===== src/rtl/axi_stream_frame_ring_writer.sv =====
// AXI-stream video frame writer into a ring of NUM_BUFS frame buffers.
// Each frame is written as fixed-length AXI bursts. The base address of every
// completed frame is published to downstream readers. The stream is held off
// while every buffer is still owned by a consumer.
//
// state  | meaning
// IDLE   | drop stray beats, wait for a start-of-frame beat and a free buffer
// ADDR   | present the burst address, wait for awready
// DATA   | stream beats pass straight through to the W channel
// RESP   | wait for the burst write response
// DONE   | publish the frame, advance the ring pointer
module axi_stream_frame_ring_writer #(
    parameter int DATA_WIDTH = 32,
    parameter int ADDR_WIDTH = 32,
    parameter int NUM_BUFS   = 4,
    parameter int BURST_LEN  = 16,
    parameter logic [ADDR_WIDTH-1:0] BASE_ADDR  = 32'h0000_0000,
    parameter logic [ADDR_WIDTH-1:0] BUF_STRIDE = 32'h0010_0000
) (
    input  logic                        clk,
    input  logic                        rst_n,
    input  logic [31:0]                 pixels_per_frame,
    input  logic [DATA_WIDTH-1:0]       s_axis_tdata,
    input  logic                        s_axis_tvalid,
    output logic                        s_axis_tready,
    input  logic                        s_axis_tlast,
    input  logic                        s_axis_tuser,
    output logic [ADDR_WIDTH-1:0]       awaddr,
    output logic [7:0]                  awlen,
    output logic                        awvalid,
    input  logic                        awready,
    output logic [DATA_WIDTH-1:0]       wdata,
    output logic                        wvalid,
    input  logic                        wready,
    output logic                        wlast,
    input  logic                        bvalid,
    output logic                        bready,
    output logic                        frame_ready,
    output logic [ADDR_WIDTH-1:0]       frame_base_addr,
    input  logic                        frame_release,
    output logic [$clog2(NUM_BUFS):0]   bufs_used,
    output logic                        frame_error
);

    localparam int PTR_W = $clog2(NUM_BUFS);
    localparam int CNT_W = PTR_W + 1;
    localparam int BYTES = DATA_WIDTH / 8;

    typedef enum logic [2:0] {S_IDLE, S_ADDR, S_DATA, S_RESP, S_DONE} state_t;

    state_t                  state, state_nxt;
    logic [PTR_W-1:0]        wr_ptr;
    logic [31:0]             frame_len;
    logic [31:0]             beat_cnt;
    logic [7:0]              burst_cnt;
    logic [ADDR_WIDTH-1:0]   buf_base;
    logic                    full;
    logic                    beat_xfer;
    logic                    burst_end;
    logic                    frame_last_beat;
    logic                    frame_complete;
    logic                    bufs_inc;
    logic                    bufs_dec;

    assign awlen           = 8'(BURST_LEN - 1);
    assign full            = (bufs_used == CNT_W'(NUM_BUFS));
    assign beat_xfer       = (state == S_DATA) && s_axis_tvalid && wready;
    assign burst_end       = (burst_cnt == 8'(BURST_LEN - 1));
    assign frame_last_beat = (beat_cnt == frame_len - 32'd1);
    assign frame_complete  = (beat_cnt == frame_len);
    assign buf_base        = BASE_ADDR + ADDR_WIDTH'(wr_ptr) * BUF_STRIDE;
    assign bufs_inc        = (state == S_DONE);
    assign bufs_dec        = frame_release && (bufs_used != '0);

    // State register; reset abandons any transaction in flight.
    always_ff @(posedge clk or negedge rst_n) begin
        if (!rst_n) state <= S_IDLE;
        else        state <= state_nxt;
    end

    // Next-state decode.
    always_comb begin
        state_nxt = state;
        case (state)
            S_IDLE: if (!full && s_axis_tvalid && s_axis_tuser) state_nxt = S_ADDR;
            S_ADDR: if (awready) state_nxt = S_DATA;
            S_DATA: if (beat_xfer && burst_end) state_nxt = S_RESP;
            S_RESP: if (bvalid) state_nxt = frame_complete ? S_DONE : S_ADDR;
            S_DONE: state_nxt = S_IDLE;
            default: state_nxt = S_IDLE;
        endcase
    end

    // Output decode; the start-of-frame beat is held in IDLE so it gets written.
    always_comb begin
        s_axis_tready = 1'b0;
        awvalid       = 1'b0;
        awaddr        = '0;
        wvalid        = 1'b0;
        wdata         = '0;
        wlast         = 1'b0;
        bready        = 1'b0;
        frame_ready   = 1'b0;
        case (state)
            S_IDLE: s_axis_tready = s_axis_tvalid && !s_axis_tuser && !full;
            S_ADDR: begin
                awvalid = 1'b1;
                awaddr  = buf_base + ADDR_WIDTH'(beat_cnt) * ADDR_WIDTH'(BYTES);
            end
            S_DATA: begin
                wvalid        = s_axis_tvalid;
                wdata         = s_axis_tdata;
                wlast         = burst_end;
                s_axis_tready = wready;
            end
            S_RESP: bready = 1'b1;
            S_DONE: frame_ready = 1'b1;
            default: ;
        endcase
    end

    // Frame counters, ring pointer, occupancy and marker checking.
    always_ff @(posedge clk or negedge rst_n) begin
        if (!rst_n) begin
            wr_ptr          <= '0;
            frame_len       <= '0;
            beat_cnt        <= '0;
            burst_cnt       <= '0;
            frame_base_addr <= '0;
            bufs_used       <= '0;
            frame_error     <= 1'b0;
        end else begin
            frame_error <= beat_xfer &&
                           ((s_axis_tlast != frame_last_beat) ||
                            (s_axis_tuser && (beat_cnt != 32'd0)));
            if (state == S_IDLE && state_nxt == S_ADDR) begin
                frame_len <= pixels_per_frame;
                beat_cnt  <= '0;
                burst_cnt <= '0;
            end
            if (beat_xfer) begin
                beat_cnt  <= beat_cnt + 32'd1;
                burst_cnt <= burst_end ? 8'd0 : burst_cnt + 8'd1;
            end
            if (state == S_RESP && bvalid && frame_complete)
                frame_base_addr <= buf_base;
            if (state == S_DONE)
                wr_ptr <= wr_ptr + PTR_W'(1);
            if (bufs_inc && !bufs_dec)
                bufs_used <= bufs_used + CNT_W'(1);
            else if (!bufs_inc && bufs_dec)
                bufs_used <= bufs_used - CNT_W'(1);
        end
    end

endmodule


===== config.mk =====
export PLATFORM = sky130hd
export DESIGN_NAME = axi_stream_frame_ring_writer
export DESIGN_NICKNAME = d
export VERILOG_FILES = /design/src/rtl/axi_stream_frame_ring_writer.sv
export SDC_FILE = /design/constraint.sdc
export NUM_CORES = 1
export LEC_CHECK = 0
export ABC_AREA = 1
export CORE_UTILIZATION = 49
export CTS_CLUSTER_DIAMETER = 200
export DETAILED_ROUTE_END_ITERATION = 7
export PLACE_DENSITY = 0.82
export SYNTH_ARGS = -nofsm -noshare
export SYNTH_HDL_FRONTEND = slang
export SYNTH_SLANG_ARGS = --single-unit

===== constraint.sdc =====
create_clock -name clk -period 2.3 [get_ports clk]
set_input_delay 0.23 -clock clk [delete_from_list [all_inputs] [get_ports clk]]
set_output_delay 0.23 -clock clk [all_outputs]
set_load 0.03 [all_outputs]

==> results.md <==
* Total number of yosys warnings at 0
* Sink Count at slightly above 80
* Vias per cell at between 5 and 6
* Avg WL per Cell at approximately 15 µm
* Yosys top cell by area: dfrtp_1
* Fmax achieved at roughly 440 MHz
* Vias in the first global route at 6,304
* Ports at between 150 and 200
* Total power at roughly 8.6 mW
* Syn Inst Count at 973
* Root Driver: clkbuf_16
* Drt drc at 0
* Total grt overflow at 0
* Reg2reg path depth at 13
* Dpl hpwl at ~15 mm
* Final setup TNS at 0 ps
* Setup Crit Path Kind: reg -> out
* Startpoint Class: flop
* Pre-antenna DRT Iters at 5
* Netlist Area Pre-Place at between 6000 and 7000 µm²
* Inst Count DP at roughly 1,300
* Peak VDD IR at around 0.5 mV
* Period utilisation layout at 99.9%
* Layout Cell Area excl Fill at just under 9000 µm²
* Max FO, Critical Path at 7
* Worst skew pair latency at approximately 350 ps
* Largest net degree at the start of global routing at between 40 and 50
* Worst-margin pin slew at between 600 and 700 ps
* Average size of a mapped cell at around 6.7 µm²
* Clock tree buffer depth at 2
* Synth async-reset ratio at 100%
* Row Count at 41
* # H-tree levels at 3
* Post-layout net count at 1,222
* Delay-heaviest family, CP: simple AND/OR/NAND/NOR gates
* Pleak at about 4.6 nW
* Worst r2r src: beat_cnt[0]$_DFFE_PN0P_
* Top area cells in the synthesized netlist: dfrtp_1 32%, nand2_1 14%, nor2_1 9.2%
* CP Cell Sequence: buf_4 -> nand2_1 -> nor3_1 -> inv_1 -> nor2_2 -> nand2_2 -> o21ai_2 -> a21oi_2 -> buf_6
* Worst clock skew at 8.24 ps
* CTS tree: built
* Hold depth at 3
* Worst Hold Class: in -> reg
* Slew HR at about three fifths
* GPL Wtd Cong at 0.978
* # diodes at 0
* Final setup fails at 0
* Most common cell in the netlist: nand2_1
* Final antenna-violating net count at 0
* Reg2Reg Setup Slack at roughly 90 ps
* Unrepaired setup endpoints after global routing: yes
* Vias at ~6,800
* Run status: completed
* CP max stage cell: dfrtp_1
* Fin crit period at around 2300 ps
* Area grow syn2layout at 35.4%
* Initial Util at 50.7%
* Die W at roughly 120 µm
* WP buf/inv at 3
* Core area at around 13,000 µm²
* Worst Setup SP: beat_cnt[23]$_DFFE_PN0P_
* Largest stage delay on the critical path at between 400 and 500 ps
* Min-delay src: pixels_per_frame[17]
* Fraction of layout instances using a drive strength above 1 at a little over an eighth
* Levels on crit path at 9
* Crit path required time at between 2000 and 2500 ps
* DP Worst Slack at 154 ps
* Max-cap viol count at 0
* Critical path endpoint category: output port
* # port buffers at around 150
* Final hold vios at 0
* Post-synth EDFFs at 0
* Clk slew on worst S/H paths at 60 ps
* Synth cell count leaders: 234 x nand2_1, 159 x nor2_1, 135 x inv_1
* Worst Path Arrival at between 2000 and 2500 ps
* Final WS setup at ~2.1 ps
* First-pass GRT wire length at 30.6 mm
* Top FF cell, synth: dfrtp_1
* Post-synth cell types at 48
* PD cells at roughly 980 nW/µm²
* Instance area after placement at approximately 8100 µm²
* Final Max Slew Viols at 0
* Initial drt markers at 566
* Yosys top cell area share at about 32%
* Seq/Total Area, Yosys at 32.1%
* Final cell count without fillers at between 1,000 and 1,500
* Die height at 117 µm
* Synthesis-stage register bit count at 83
* Die area at around 14,000 µm²
* Initial antenna violation count at 0
* GRT Total Usage at just under 30%
* WL final at roughly 20 mm
* Num CTS Buffers at 9
## worst paths after layout
kind,to
min in group asynchronous,frame_len[11]$_DFFE_PN0P_
setup reg to reg,beat_cnt[29]$_DFFE_PN0P_
max in group asynchronous,beat_cnt[0]$_DFFE_PN0P_
hold reg to reg,frame_base_addr[20]$_DFFE_PN0P_
setup / recovery,awaddr[30]
hold / removal,frame_len[17]$_DFFE_PN0P_
## tightest hold or removal path, delay by kind of cell
family	cells	cell delay [ps]
buffers and inverters	1	390
and+or+nand+nor	2	100
## layout by cell type, fill, tap and decap left out, types with 3 or more instances in the layout
cell type and n:
o21ai_0 39, dlygate4sd2_1 3, o32ai_1 4, nor3_2 4, dfrtp_2 3, nand2_2 11, o21ai_1 7, buf_4 63
nor2_4 11, bufinv_16 5, nand3b_1 7, buf_12 5, dfrtp_1 80, a21oi_1 24, xnor2_1 20, nand3_1 37
inv_2 5, o22ai_1 8, nand4_1 17, conb_1 40, clkdlybuf4s50_1 80, xor2_1 31, and2_1 3, a31oi_1 3
a21oi_2 3, nor2_1 149, ha_4 3, o21bai_1 3, nor3_1 14, ha_1 3, nand3_2 3, nor4_1 14
clkbuf_16 9, inv_1 133, dlymetal6s2s_1 32, nand2_1 230, nor2_2 12
## metal layers
layer  track usage, %  vias to the layer above  wire length (µm)
li1                 -                     3314                 -
met1             39.1                     3137              8260
met2             46.5                      334              9360
met3             4.89                       63              1560
met4             14.5                        0               741
met5                0                        -                 0
## logic make-up (layout without fill, tap and decap cells)
logic type | Yosys count | in the layout | synth area share, %
compound gates | 100 | 100 | 8.70
xor+xnor | 51 | 51 | 6.90
fa+ha+maj | 9 | 9 | 1.97
buf+inv | 208 | 342 | 14.5
flops | 83 | 83 | 32.1
mux | 1 | 1 | 0.174
other cells | 2 | 40 | 0.116
simple gates | 519 | 519 | 35.5
## power breakdown
| part | internal (mW) | total (mW) | switching [mW] |
|---|---|---|---|
| Sequential | 1.84 | 2.36 | 0.516 |
| Combinational | 1.60 | 4.29 | 2.70 |
| Clock | 1.32 | 1.95 | 0.633 |
| Total | 4.76 | 8.60 | 3.85 |
## repair_timing
action                                  in CTS  in global routing
buffers inserted                             1                 10
pin swaps                                    0                 11
resized for setup                           16                 55
gates cloned                                 0                  0
hold endpoints to repair                    41                  0
endpoints found under the setup margin       7                 43
hold buffers                                 1                  0
## registers in the layout, summed over array words and instances, names as in the netlist
| signal | cells |
|---|---|
| wr_ptr | 2 |
| frame_len | 32 |
| beat_cnt | 32 |
| burst_cnt | 8 |
| bufs_used | 3 |
| frame_base_addr | 2 |
| state | 3 |
| frame_error | 1 |
## cell type report
class / instances / area (µm²)
fill: 1037 / 4010
multi-input combinational: 720 / 3720
sequential: 83 / 2080
timing repair buffer: 185 / 1820
inverter: 141 / 531
clock buffer: 10 / 239
tap: 172 / 215
clock inverter: 6 / 159
## through the flow
stage,hold WS (ps),util [%]
floorplan,-65.6,-
global placement,274,63.2
detailed placement,276,63.2
CTS,410,66.7
global route,423,68.6
finish,412,68.6
Note: power is estimated with default switching activity, not from simulation.
==> RTL change 1 (config.mk and constraints unchanged) <==
Put one more register stage on the output `frame_error`, cleared by the reset. The value now appears one clock later. The other outputs are not delayed to match.
--- a/src/rtl/axi_stream_frame_ring_writer.sv
+++ b/src/rtl/axi_stream_frame_ring_writer.sv
@@ -49,2 +49,4 @@
     typedef enum logic [2:0] {S_IDLE, S_ADDR, S_DATA, S_RESP, S_DONE} state_t;
+
+    logic frame_error_s0;
 
@@ -130,5 +132,5 @@
             bufs_used       <= '0;
-            frame_error     <= 1'b0;
+            frame_error_s0  <= 1'b0;
         end else begin
-            frame_error <= beat_xfer &&
+            frame_error_s0 <= beat_xfer &&
                            ((s_axis_tlast != frame_last_beat) ||
@@ -155,2 +157,10 @@
 
+    always_ff @(posedge clk or negedge rst_n) begin
+        if (!rst_n) begin
+            frame_error <= '0;
+        end else begin
+            frame_error <= frame_error_s0;
+        end
+    end
+
 endmodule
Formal check against the unedited RTL: not equivalent (Yosys sat finds a counterexample within 4 cycles, from zero or initial values and one cycle with rst_n low).
==> RTL change 1 against the original RTL <==
- the run now ends with setup timing left
- clock skew down 0.00068 ns
- first-iteration DRC count rose by 24%
- maximum frequency down 3.0%
- count of clock-buffer cells in the layout shrank 1
- synthesized area grew 6.3%
- non-clock buffer count grew 13
- wire length rose by 15%
- cell area increased by 3.1%
- synthesized cell count increased by 12%
- largest power group unchanged
- via count rose by 12%
- power grew 3.6%
- sequential cell count grew 1
- setup slack got worse by 0.072 ns
- clock power down 23%
==> RTL change 1: results (changes against the original RTL) <==
- The proportion of synthesized chip area in sequential cells came to 0.306 (-0.0154).
- The static leakage came to 0.00466 uW (+2.0%).
- The number of global-route vias before repair was 6,905 (+9.5%).
- The synthesized-area fraction occupied by xor and xnor cells is 0.0433 (-0.0257).
- The final reports fail on setup timing.
- The data arrival time of the worst path is 2.14 ns (+0.07 ns).
- The synthesized area per cell is 6.29 sq um (-5.4%).
- The headroom to the max-slew limit is 0.599 (+0.0181).
- The filler cell count in the final layout was 1,220 (+18%).
- The share of final-layout standard cells stronger than drive strength 1 is 0.133 (+0.00175).
- The synthesized-area fraction occupied by ao, oa, aoi and oai cells is 0.0798 (-0.00716).
- The average wire per standard cell is 15.8 microns (+4.7%).
- The final count of negative-setup-slack endpoints came to 2 (+2).
- The number of cells on the worst reg-to-reg path is 15 (+2).
- The aggregate global-route resource usage was 0.316 (+0.0220).
- The via total after detailed routing is 7,670 (+12%).
- The number of distinct library cells after synthesis was 53 (+10%).
- The run finished, with violations left.
- The maximum ir drop on the vdd rail is 0.635 mV (+23%).
- The total iterations of the first detailed-routing run came to 5 (unchanged).
- The routability congestion estimate is 1.00 (+2.4%).
- The post-synthesis mux area share is 0.00309 (+0.00135).
- The number of buffers added by the clock tree synthesis step came to 9 (unchanged).
- The wire length of the first global-routing pass is 35,500 microns (+16%).
- The critical register-to-register path endpoint is beat_cnt[26]$_DFFE_PN0P_.
- Clock tree synthesis selected as its root buffer the cell sky130_fd_sc_hd__clkbuf_16.
- The adder-cell area share of the yosys netlist is 0.0185 (-0.00117).
- The pin count of the biggest net entering global routing came to 40 (-11%).
- The area of placed instances came to 8470 sq um (+4.9%).
- The launch point of the worst path is wr_ptr[1]$_DFFE_PN0P_.
- The total half-perimeter wirelength after legalization and detailed placement was 17,700 microns (+20%).
- The commonest cells after synthesis are sky130_fd_sc_hd__nand2_1, sky130_fd_sc_hd__nor2_1, sky130_fd_sc_hd__inv_1.
- The first-iteration detailed-routing DRC count was 704 (+24%).
- The post-placement setup slack was 0.0968 ns (-0.0568 ns).
- The final clock skew is 0.00757 ns (-0.000676 ns).
- The final worst setup slack came to -0.0700 ns (-0.0721 ns).
- Yosys attributes the largest share of cell area to sky130_fd_sc_hd__dfrtp_1, sky130_fd_sc_hd__nand2_1, sky130_fd_sc_hd__nor2_1, sky130_fd_sc_hd__inv_1, sky130_fd_sc_hd__buf_4.
- The class of the worst hold path is input pin to asynchronous set/reset pin.
- The maximum fanout along the worst path is 3 (-4).
- The number of instances in the placed design came to 1,413 (+9.6%).
- The ratio of routed vias to standard cells is 5.29 (+1.8%).
## RTL change 1: cell types whose count changed after synthesis, sizes merged, moves of 7 or more
cell / change
nand4: +12
nand2: +70
xnor2: -11
clkbuf: +7
nand3: +15
nor2: +20
inv: +18
## RTL change 1: final cells by class
type / count / area (sq um) / area share
Multi-Input combinational cell: 817 / 4050 / 0.448
Tap cell: 176 / 220 / 0.0244
Timing Repair Buffer: 198 / 1760 / 0.195
Clock buffer: 9 / 225 / 0.0249
Clock inverter: 7 / 73.8 / 0.00817
Inverter: 158 / 594 / 0.0658
Sequential cell: 84 / 2110 / 0.233
## RTL change 1: where the power goes
part	switching [uW]	internal, uW
Sequential	522	1870
Clock	665	849
Combinational	3340	1670
Total	4530	4390
## RTL change 1: what timing repair did
action	CTS	global route
setup endpoints to repair	38	13
hold buffers	1	0
hold endpoints to repair	26	0
resized for setup	45	40
buffers inserted	6	13
pin swaps	0	17
## RTL change 1: metal layers
metal	track usage	share of wire
met4	0.113	0.029
met1	0.436	0.43
met2	0.500	0.47
met3	0.0500	0.074
met5	0	0
## RTL change 1: worst max-delay path by stage
| stage | endpoint | cells after the start |
|---|---|---|
| final | awaddr[31] | 12 |
| after global routing | awaddr[31] | 12 |
| after CTS | awaddr[31] | 12 |
| after global placement | awaddr[31] | 12 |
| after detailed placement | frame_error_s0$_DFF_PN0_ | 16 |
| after floorplan | beat_cnt[30]$_DFFE_PN0P_ | 9 |
## RTL change 1: per-stage QoR
step	util	hold slack [ns]	TNS (ns)
floorplan	-	-0.0656	0
global placement	0.629	0.183	0
detailed placement	0.629	0.189	0
CTS	0.654	0.360	-0.0378
global route	0.672	0.369	-0.749
finish	0.672	0.357	-0.0946
## RTL change 1: kinds of logic (layout without fill, tap and decap cells)
family | after synthesis | count (layout)
other | 2 | 40
buffers and inverters | 230 | 372
muxes | 2 | 2
DFF | 84 | 84
xor gates and xnor gates | 34 | 34
and+or+nand+nor | 633 | 633
AOI/OAI and AO/OA | 99 | 99
adders and majority gates | 9 | 9
## RTL change 1: worst max-delay path: stages, from the launching register on
cell and delay [ns]:
sky130_fd_sc_hd__dfrtp_2 0.44, sky130_fd_sc_hd__ha_4 0.27, sky130_fd_sc_hd__a21oi_2 0.05, sky130_fd_sc_hd__nor2_1 0.10, sky130_fd_sc_hd__inv_1 0.07, sky130_fd_sc_hd__nor2_1 0.13, sky130_fd_sc_hd__inv_2 0.07, sky130_fd_sc_hd__nor2_4 0.13
sky130_fd_sc_hd__inv_2 0.06, sky130_fd_sc_hd__nor2_4 0.12, sky130_fd_sc_hd__nand2_2 0.06, sky130_fd_sc_hd__a21oi_2 0.16, sky130_fd_sc_hd__buf_6 0.14
==> RTL change 2 (config.mk and constraints unchanged) <==
Made on the original files. Set the parameter `DATA_WIDTH` to 64 (it was 32).
--- a/src/rtl/axi_stream_frame_ring_writer.sv
+++ b/src/rtl/axi_stream_frame_ring_writer.sv
@@ -12,3 +12,3 @@
 module axi_stream_frame_ring_writer #(
-    parameter int DATA_WIDTH = 32,
+    parameter int DATA_WIDTH = 64,
     parameter int ADDR_WIDTH = 32,
Ports: changed (resized s_axis_tdata and wdata); port bits go from 187 to 251. The function was not compared with the original's and may differ.
==> RTL change 2 against the original RTL <==
- the flow now finishes with violations (setup timing)
- first-iteration DRC count increased by 6.2%
- final cell count grew 10%
- synthesized area rose by 5.3%
- sequential cell count did not move
- global-route usage is 2.3 points higher
- wire length up 14%
- hold slack improved by 0.0076 ns
- setup slack worse by 0.12 ns
- utilization increased by 2.2 points
- cell area is 8.3% higher
- power increased by 2.6%
- die area increased by 5.2%
- critical path type unchanged
- critical endpoint is now awaddr[28]
==> RTL change 2: results (changes against the original RTL) <==
- The final worst setup slack is -0.118 ns (-0.120 ns).
- The flow ran to the end, but the final reports show violations.
- In the synthesized netlist, the cells that appear most often are sky130_fd_sc_hd__nand2_1, sky130_fd_sc_hd__nor2_1, sky130_fd_sc_hd__inv_1.
- The launch point of the worst path is wr_ptr[0]$_DFFE_PN0P_.
- The met1 wire length is 10,100 microns (+22%).
- The filler cell count in the final layout is 1,145 (+10%).
- The number of buffer cells added on primary ports is 209 (+43%).
- The number of distinct library cells after synthesis is 51 (+6.3%).
- The clock network area share is 0.0295 (-0.0159).
- The met2 wire length was 10,200 microns (+9.1%).
- The final clock skew was 0.00733 ns (-0.000911 ns).
- The wire length of the first global-routing pass came to 35,300 microns (+15%).
- The number of nets at the end of the flow was 1,386 (+13%).
- The post-placement setup slack is 0.147 ns (-0.00651 ns).
- The static leakage came to 0.00504 uW (+10%).
- The inverter count was 169 (+20%).
- The final count of negative-setup-slack endpoints came to 3 (+3).
- The count of multi-input combinational gates is 758 (+5.3%).
- The total half-perimeter wirelength after legalization and detailed placement is 18,100 microns (+22%).
- The checks that failed: setup timing.
- The aggregate global-route resource usage is 0.317 (+0.0230).
- The maximum fanout along the worst path was 3 (-4).
- The register fraction of the total cell area was 0.220 (-0.0179).
- The length of routed met3 wiring was 2000 microns (+28%).
- The total of plain and repair buffers excluding clock buffers came to 251 (+36%).
- The number of global-route vias before repair is 6,779 (+7.5%).
- The overall routed net length is 22,700 microns (+14%).
- The switching part of the total power is 0.499 (+0.0522).
- The combinational share of power came to 0.572 (+0.073).
- The area of placed instances was 9060 sq um (+12%).
- The final-layout non-clock buffer area share is 0.248 (+0.0406).
- The synthesized area per cell is 6.52 sq um (-2.0%).
- The headroom to the max-slew limit was 0.550 (-0.0310).
- The core utilization of the finished layout is 0.708 (+0.0220).
- The final hold slack is 0.420 ns (+0.00757 ns).
- The average wire per standard cell is 15.6 microns (+3.2%).
- The first-iteration detailed-routing DRC count is 601 (+6.2%).
- The data arrival time of the worst path came to 2.19 ns (+0.12 ns).
- The number of cells on the worst reg-to-reg path was 9 (-4).
- The min-delay analysis places its worst path in the category input pin to asynchronous set/reset pin.
- The global routing usage on met1 was 0.457 (+0.0664).
- The part of the power in the clock network is 0.158 (-0.069).
-- RTL change 2: cell types whose count changed after synthesis, sizes merged, moves of 5 or more --
cell    before  now
buf         49   65
clkbuf      18   10
inv        138  167
nand2      242  251
nand4       17   25
nor2       172  198
o21ai       47   42
xnor2       20   15
xor2        31   37
-- RTL change 2: cells by family after synthesis --
group           Yosys count  synth area share
simple gates            563             0.369
buf+inv                 244             0.162
compound gates           90            0.0730
flops                    83             0.305
xor+xnor                 52            0.0668
fa+ha+maj                 9            0.0187
mux                       3           0.00459
other cells               2           0.00110
-- RTL change 2: repair_timing --
| item | in CTS | in global routing |
|---|---|---|
| endpoints found under the setup margin | 62 | 22 |
| hold buffers | 1 | 0 |
| pin swaps | 2 | 13 |
| gates cloned | 0 | 0 |
| gates resized for setup | 71 | 35 |
| endpoints found under the hold margin | 40 | 0 |
| setup buffers | 1 | 9 |
